`config.mk`:
```
export PLATFORM = sky130hd
export DESIGN_NAME = rotate_scan_ctrl
export DESIGN_NICKNAME = d
export VERILOG_FILES = /design/src/rtl/rotate_scan_ctrl_pkg.sv /design/src/rtl/rotate_scan_ctrl_raster_counter.sv /design/src/rtl/rotate_scan_ctrl.sv
export SDC_FILE = /design/constraint.sdc
export NUM_CORES = 1
export LEC_CHECK = 0
export BUFFER_PORTS_ARGS = -buffer_cell sky130_fd_sc_hd__buf_2
export CORE_MARGIN = 2
export CORE_UTILIZATION = 45
export CTS_CLUSTER_DIAMETER = 80
export DETAILED_ROUTE_END_ITERATION = 8
export PLACE_DENSITY = 0.84
export REMOVE_ABC_BUFFERS = 1
export SETUP_SLACK_MARGIN = 0.1
export SLEW_MARGIN = 15
export SYNTH_ARGS = -nofsm -noshare
export SYNTH_HDL_FRONTEND = slang
export SYNTH_SLANG_ARGS = --single-unit
```
`constraint.sdc`:
```
create_clock -name i_clk -period 3.1 [get_ports i_clk]
set_input_delay 0.31 -clock i_clk [delete_from_list [all_inputs] [get_ports i_clk]]
set_output_delay 0.31 -clock i_clk [all_outputs]
set_load 0.05 [all_outputs]
```
`src/rtl/rotate_scan_ctrl_pkg.sv`:
```
// Shared constants for the rotated-image scan controller.
// Holds the default image geometry, pixel format, background pixel,
// the SRAM address type and the scan FSM state encodings.
package rotate_scan_ctrl_pkg;

  // Image geometry and pixel format
  localparam int IMAGE_SIZE       = 128;
  localparam int IMAGE_COOR_WIDTH = 7;
  localparam int ANG_WIDTH        = 9;
  localparam int PIX_WIDTH        = 16;

  localparam logic [PIX_WIDTH-1:0] BG_PIXEL = 16'h0000;

  typedef logic [2*IMAGE_COOR_WIDTH-1:0] sram_addr_t;

  // Scan FSM states
  localparam logic [2:0] ST_IDLE     = 3'd0;
  localparam logic [2:0] ST_ISSUE    = 3'd1;
  localparam logic [2:0] ST_WAIT_ROT = 3'd2;
  localparam logic [2:0] ST_READ     = 3'd3;
  localparam logic [2:0] ST_OUT      = 3'd4;
  localparam logic [2:0] ST_DONE     = 3'd5;

endpackage

```
`src/rtl/rotate_scan_ctrl_raster_counter.sv`:
```
// Raster H/V counter for the screen scan.
// Ports:
//   clk, rst  : clock and asynchronous active-high reset
//   clear     : return to (0,0)
//   advance   : step H, wrapping to 0 and stepping V at the row end
//   h, v      : current screen coordinate
//   last      : current coordinate is the final pixel of the frame
module rotate_scan_ctrl_raster_counter #(
  parameter int IMAGE_SIZE = 128,
  parameter int COOR_WIDTH = 7
) (
  input  logic                  clk,
  input  logic                  rst,
  input  logic                  clear,
  input  logic                  advance,
  output logic [COOR_WIDTH-1:0] h,
  output logic [COOR_WIDTH-1:0] v,
  output logic                  last
);

  localparam logic [COOR_WIDTH-1:0] EDGE_MAX = COOR_WIDTH'(IMAGE_SIZE - 1);

  logic h_last;
  logic v_last;

  assign h_last = (h == EDGE_MAX);
  assign v_last = (v == EDGE_MAX);
  assign last   = h_last && v_last;

  always_ff @(posedge clk or posedge rst) begin
    if (rst) begin
      h <= '0;
      v <= '0;
    end else if (clear) begin
      h <= '0;
      v <= '0;
    end else if (advance) begin
      if (h_last) begin
        h <= '0;
        v <= v_last ? '0 : v + 1'b1;
      end else begin
        h <= h + 1'b1;
      end
    end
  end

endmodule

```
`src/rtl/rotate_scan_ctrl.sv`:
```
// Scan controller driving an external rotate-coordinate unit.
// For every screen pixel in raster order it asks the rotator for the
// source coordinate, reads that pixel from image SRAM (or substitutes the
// background pixel when the source is out of range) and streams the result
// to the frame writer.
// Ports:
//   i_clk, i_rst                      : clock, asynchronous active-high reset
//   i_start, i_abort, i_angle         : frame control from game logic
//   o_rot_* / i_rot_*                 : request/result to the rotator
//   o_sram_req/addr, i_sram_ack/rdata : image SRAM read handshake
//   o_pix_* / i_pix_ready             : pixel stream to the frame writer
//   o_busy, o_done                    : frame status
module rotate_scan_ctrl
  import rotate_scan_ctrl_pkg::*;
#(
  parameter int IMAGE_SIZE = rotate_scan_ctrl_pkg::IMAGE_SIZE,
  parameter int COOR_WIDTH = rotate_scan_ctrl_pkg::IMAGE_COOR_WIDTH,
  parameter int ANG_WIDTH  = rotate_scan_ctrl_pkg::ANG_WIDTH,
  parameter int PIX_WIDTH  = rotate_scan_ctrl_pkg::PIX_WIDTH,
  parameter logic [PIX_WIDTH-1:0] BG_PIXEL = rotate_scan_ctrl_pkg::BG_PIXEL
) (
  input  logic                        i_clk,
  input  logic                        i_rst,
  input  logic                        i_start,
  input  logic                        i_abort,
  input  logic signed [ANG_WIDTH-1:0] i_angle,
  output logic                        o_rot_start,
  output logic [COOR_WIDTH-1:0]       o_rot_H,
  output logic [COOR_WIDTH-1:0]       o_rot_V,
  output logic signed [ANG_WIDTH-1:0] o_rot_angle,
  input  logic [COOR_WIDTH-1:0]       i_rot_H,
  input  logic [COOR_WIDTH-1:0]       i_rot_V,
  input  logic                        i_rot_outOfRange,
  input  logic                        i_rot_valid,
  output logic                        o_sram_req,
  output logic [2*COOR_WIDTH-1:0]     o_sram_addr,
  input  logic                        i_sram_ack,
  input  logic [PIX_WIDTH-1:0]        i_sram_rdata,
  output logic                        o_pix_valid,
  input  logic                        i_pix_ready,
  output logic [PIX_WIDTH-1:0]        o_pix_data,
  output logic [COOR_WIDTH-1:0]       o_pix_H,
  output logic [COOR_WIDTH-1:0]       o_pix_V,
  output logic                        o_busy,
  output logic                        o_done
);

  logic [2:0]                  state;
  logic signed [ANG_WIDTH-1:0] angle_q;
  logic [2*COOR_WIDTH-1:0]     addr_q;
  logic [PIX_WIDTH-1:0]        pix_q;

  logic [COOR_WIDTH-1:0] scan_h;
  logic [COOR_WIDTH-1:0] scan_v;
  logic                  scan_last;
  logic                  scan_clear;
  logic                  scan_advance;
  logic                  aborting;
  logic                  pix_hs;

  // Abort wins over any handshake completing in the same cycle, so a
  // pixel accepted while aborting must not move the counters either.
  assign aborting     = i_abort && (state != ST_IDLE);
  assign pix_hs       = (state == ST_OUT) && i_pix_ready;
  assign scan_clear   = (state == ST_IDLE) && i_start;
  assign scan_advance = pix_hs && !aborting;

  rotate_scan_ctrl_raster_counter #(
    .IMAGE_SIZE (IMAGE_SIZE),
    .COOR_WIDTH (COOR_WIDTH)
  ) u_raster (
    .clk     (i_clk),
    .rst     (i_rst),
    .clear   (scan_clear),
    .advance (scan_advance),
    .h       (scan_h),
    .v       (scan_v),
    .last    (scan_last)
  );

  always_ff @(posedge i_clk or posedge i_rst) begin
    if (i_rst) begin
      state   <= ST_IDLE;
      angle_q <= '0;
      addr_q  <= '0;
      pix_q   <= '0;
    end else if (aborting) begin
      state <= ST_IDLE;
    end else begin
      case (state)
        ST_IDLE: begin
          if (i_start) begin
            angle_q <= i_angle;
            state   <= ST_ISSUE;
          end
        end
        ST_ISSUE: begin
          state <= ST_WAIT_ROT;
        end
        ST_WAIT_ROT: begin
          if (i_rot_valid) begin
            // Image edge is a power of two, so {V,H} is V*IMAGE_SIZE+H.
            addr_q <= {i_rot_V, i_rot_H};
            if (i_rot_outOfRange) begin
              pix_q <= BG_PIXEL;
              state <= ST_OUT;
            end else begin
              state <= ST_READ;
            end
          end
        end
        ST_READ: begin
          if (i_sram_ack) begin
            pix_q <= i_sram_rdata;
            state <= ST_OUT;
          end
        end
        ST_OUT: begin
          if (pix_hs) begin
            state <= scan_last ? ST_DONE : ST_ISSUE;
          end
        end
        ST_DONE: begin
          state <= ST_IDLE;
        end
        default: begin
          state <= ST_IDLE;
        end
      endcase
    end
  end

  // Handshake strobes decode straight from the state so that they all
  // read 0 whenever the controller sits in IDLE (reset or abort).
  assign o_rot_start = (state == ST_ISSUE);
  assign o_rot_H     = scan_h;
  assign o_rot_V     = scan_v;
  assign o_rot_angle = angle_q;
  assign o_sram_req  = (state == ST_READ);
  assign o_sram_addr = addr_q;
  assign o_pix_valid = (state == ST_OUT);
  assign o_pix_data  = pix_q;
  assign o_pix_H     = scan_h;
  assign o_pix_V     = scan_v;
  assign o_busy      = (state != ST_IDLE);
  assign o_done      = (state == ST_DONE);

endmodule
```
==> flow_metrics.tcl <==
set metrics [dict create \
    post_synth_inst_count 280 \
    max-vdd-ir-drop_uv 554 \
    grt_most_used_layer "met2" \
    whs_ps 50.8 \
    hpwlAfterDp_mm 4.42 \
    worstMarginPinSlew_ps 574 \
    most-common-layout-cells "buf_2, nand2_1, dfrtp_1, o21ai_0, mux2_2" \
    yosysWarningCount 0 \
    htreeDepth 2 \
    cp_data_required_time_ps 3300 \
    final_report_max_slew_violation_count 0 \
    placement_stage_cell_area_um2 3270 \
    stdcell_count 457 \
    worstSetupPathType "reg -> reg" \
    core_um2 5890 \
    multi_input_comb_area_um2 1130 \
    seq_area_frac_synth_pct 51.4 \
    gp_routability_congestion 0.853 \
    postRouteWirelength_mm 5.97 \
    antenna_found_initial 0 \
    num_vias 2290 \
    largest_net_degree_at_the_start_of_global_routing 30 \
    path_max_fanout 12 \
    postLayoutCoreUtil_pct 57.1 \
    drt_drc_violations_left 0 \
    clockRootBuffer "clkbuf_8" \
    drive_above_1_share_pct 40.6 \
    wl_per_cell_um 13.1 \
    rsz0062_at_grt "false" \
    share_of_flip_flops_with_an_asynchronous_set_or_reset_after_synthesis_pct 100 \
    ioPinCount 119 \
    fillerInstances 539 \
    track_usage_pct 17.6 \
    tritoncts "yes" \
    n_antenna_cell 0 \
    dominant_register_cell_in_the_synthesized_netlist "dfrtp_1" \
    fin_nets 430 \
    drtAntennaViolNets 0 \
    detailedPlace.worstSlack_ps 981 \
    rows 28 \
    post_cts_resize_count 0 \
    slew_headroom_pct 61.7 \
    leakage_nw 1.77 \
    portBuffers 118 \
    ff_latch_area_um2 1400 \
    grt.met1_usage_pct 23.3 \
    globalRoute.totalOverflow 0 \
    worst_r2r_startpoint "u_raster.h[0]" \
    design.die.area_um2 6700 \
    average_instance_area_after_synthesis_um2 9.74 \
    post_synthesis_to_final_layout_area_growth_pct 23.1 \
    ys_ff_latch 56 \
    via_count_normalized_by_instance_count 5.01 \
    cts_buffers 5 \
    clkLatencyLatePin_ps 300 \
    status "completed" \
    drt_pre_antenna_iters 4 \
    post_cts.repair.setup_buffers 0 \
    worstSetupStartpointType "flop" \
    clock_sinks 56 \
    dieHeight_um 81.9 \
    skew_ps 6.61 \
    max_freq_mhz 467 \
    start_util_pct 46.3 \
    totalNegativeSetupSlack_ps 0 \
    cellPowerDensity_nw_per_um2 990 \
    post_cts_hold_buffers 0 \
    synth_enable_flop_cells 0 \
    hp-class "in -> async" \
    mostFrequentLayoutCell "buf_2" \
    p_total_mw 3.33 \
    finalCriticalPeriod_ps 2140 \
    first_global_vias 1943 \
    yosysUniqueCellTypes 48 \
    timing.max_cap.violations 0 \
    post-route-worst-setup-slack_ps 960 \
    clockBufferDepth 2 \
    first_pass_grt_wire_length_mm 9.05 \
    floorplan.die.width_um 81.9 \
    cp.arrival_ps 2340 \
    post_synth_instance_area_um2 2730 \
    cp-end-kind "flop" \
    grt.met2_usage_pct 28.5 \
    crit_start "u_raster.h[0]" \
    finalSetupViolations 0 \
    grt_util_met3_pct 4.40 \
    period_share_pct 69.0 \
    clk_transition_reported_paths_ps 90 \
    place_inst 449 \
    finalInstanceArea_um2 3360 \
    timing_hold_violations_final 0 \
    drt_first_iter_violations 84 \
]
cell families (layout without fill, tap and decap cells):
family | count (synthesis) | in the layout | share of synthesized area, %
compound gates | 48 | 48 | 10.7
xor+xnor | 2 | 2 | 0.642
fa+ha+maj | 2 | 2 | 0.917
buf+inv | 34 | 136 | 7.43
flops | 56 | 56 | 51.4
mux | 17 | 17 | 6.97
simple gates | 121 | 121 | 21.9
critical path, cell delays in order, from the launching register on:
cell and delay, ps:
dfrtp_1 430, ha_1 250, and3_1 240, nand2_1 260
or4_1 560, a211oi_1 300
final timing paths:
check	end	slack [ps]	depth (start not counted)
min in group i_clk	o_rot_angle[1]	190	3
worst min-delay path	o_pix_data[8]	50	2
worst max-delay path	u_raster.v[5]	960	5
max in group asynchronous	u_raster.v[1]	2250	3
worst max register to register	u_raster.v[5]	960	5
worst min register to register	o_rot_angle[8]	480	2
metal layers:
metal,wire (um),up-vias
met3,486,6
met5,0,-
met2,2850,87
met1,2590,1052
met4,45,0
li1,-,1145
cells in the mapped netlist (4+ instances only):
| library cell | number | share of area, % |
|---|---|---|
| nand2_1 | 71 | 9.8 |
| or4_1 | 4 | 1.1 |
| dfrtp_1 | 56 | 51 |
| and3_1 | 6 | 1.4 |
| clkbuf_1 | 7 | 0.96 |
| buf_4 | 14 | 3.9 |
| buf_2 | 6 | 1.1 |
| o21ai_0 | 24 | 4.4 |
| nor2_1 | 7 | 0.96 |
| inv_1 | 5 | 0.69 |
| a21oi_1 | 5 | 0.92 |
| nor3b_1 | 4 | 1.1 |
| mux2_2 | 16 | 6.6 |
| nand3_1 | 5 | 0.92 |
power breakdown:
part,internal [mW],switching [mW]
combinational,0.453,1.35
clock,0.162,0.220
sequential,0.960,0.175
total,1.58,1.75
sequential cells by signal (all words and copies together), names as in the netlist:
name,cells
o_sram_addr,14
state,3
o_pix_data,16
o_rot_angle,9
u_raster.v,7
u_raster.h,7
cell type report:
cell class                      instances  area share (%)
Sequential cell                        56            41.7
Multi-Input combinational cell        190            33.7
Timing Repair Buffer                  123            18.7
Tap cell                               75            2.79
Clock buffer                            7            2.27
Inverter                                5           0.559
Clock inverter                          1           0.261
Note: power is estimated with default switching activity, not from simulation.
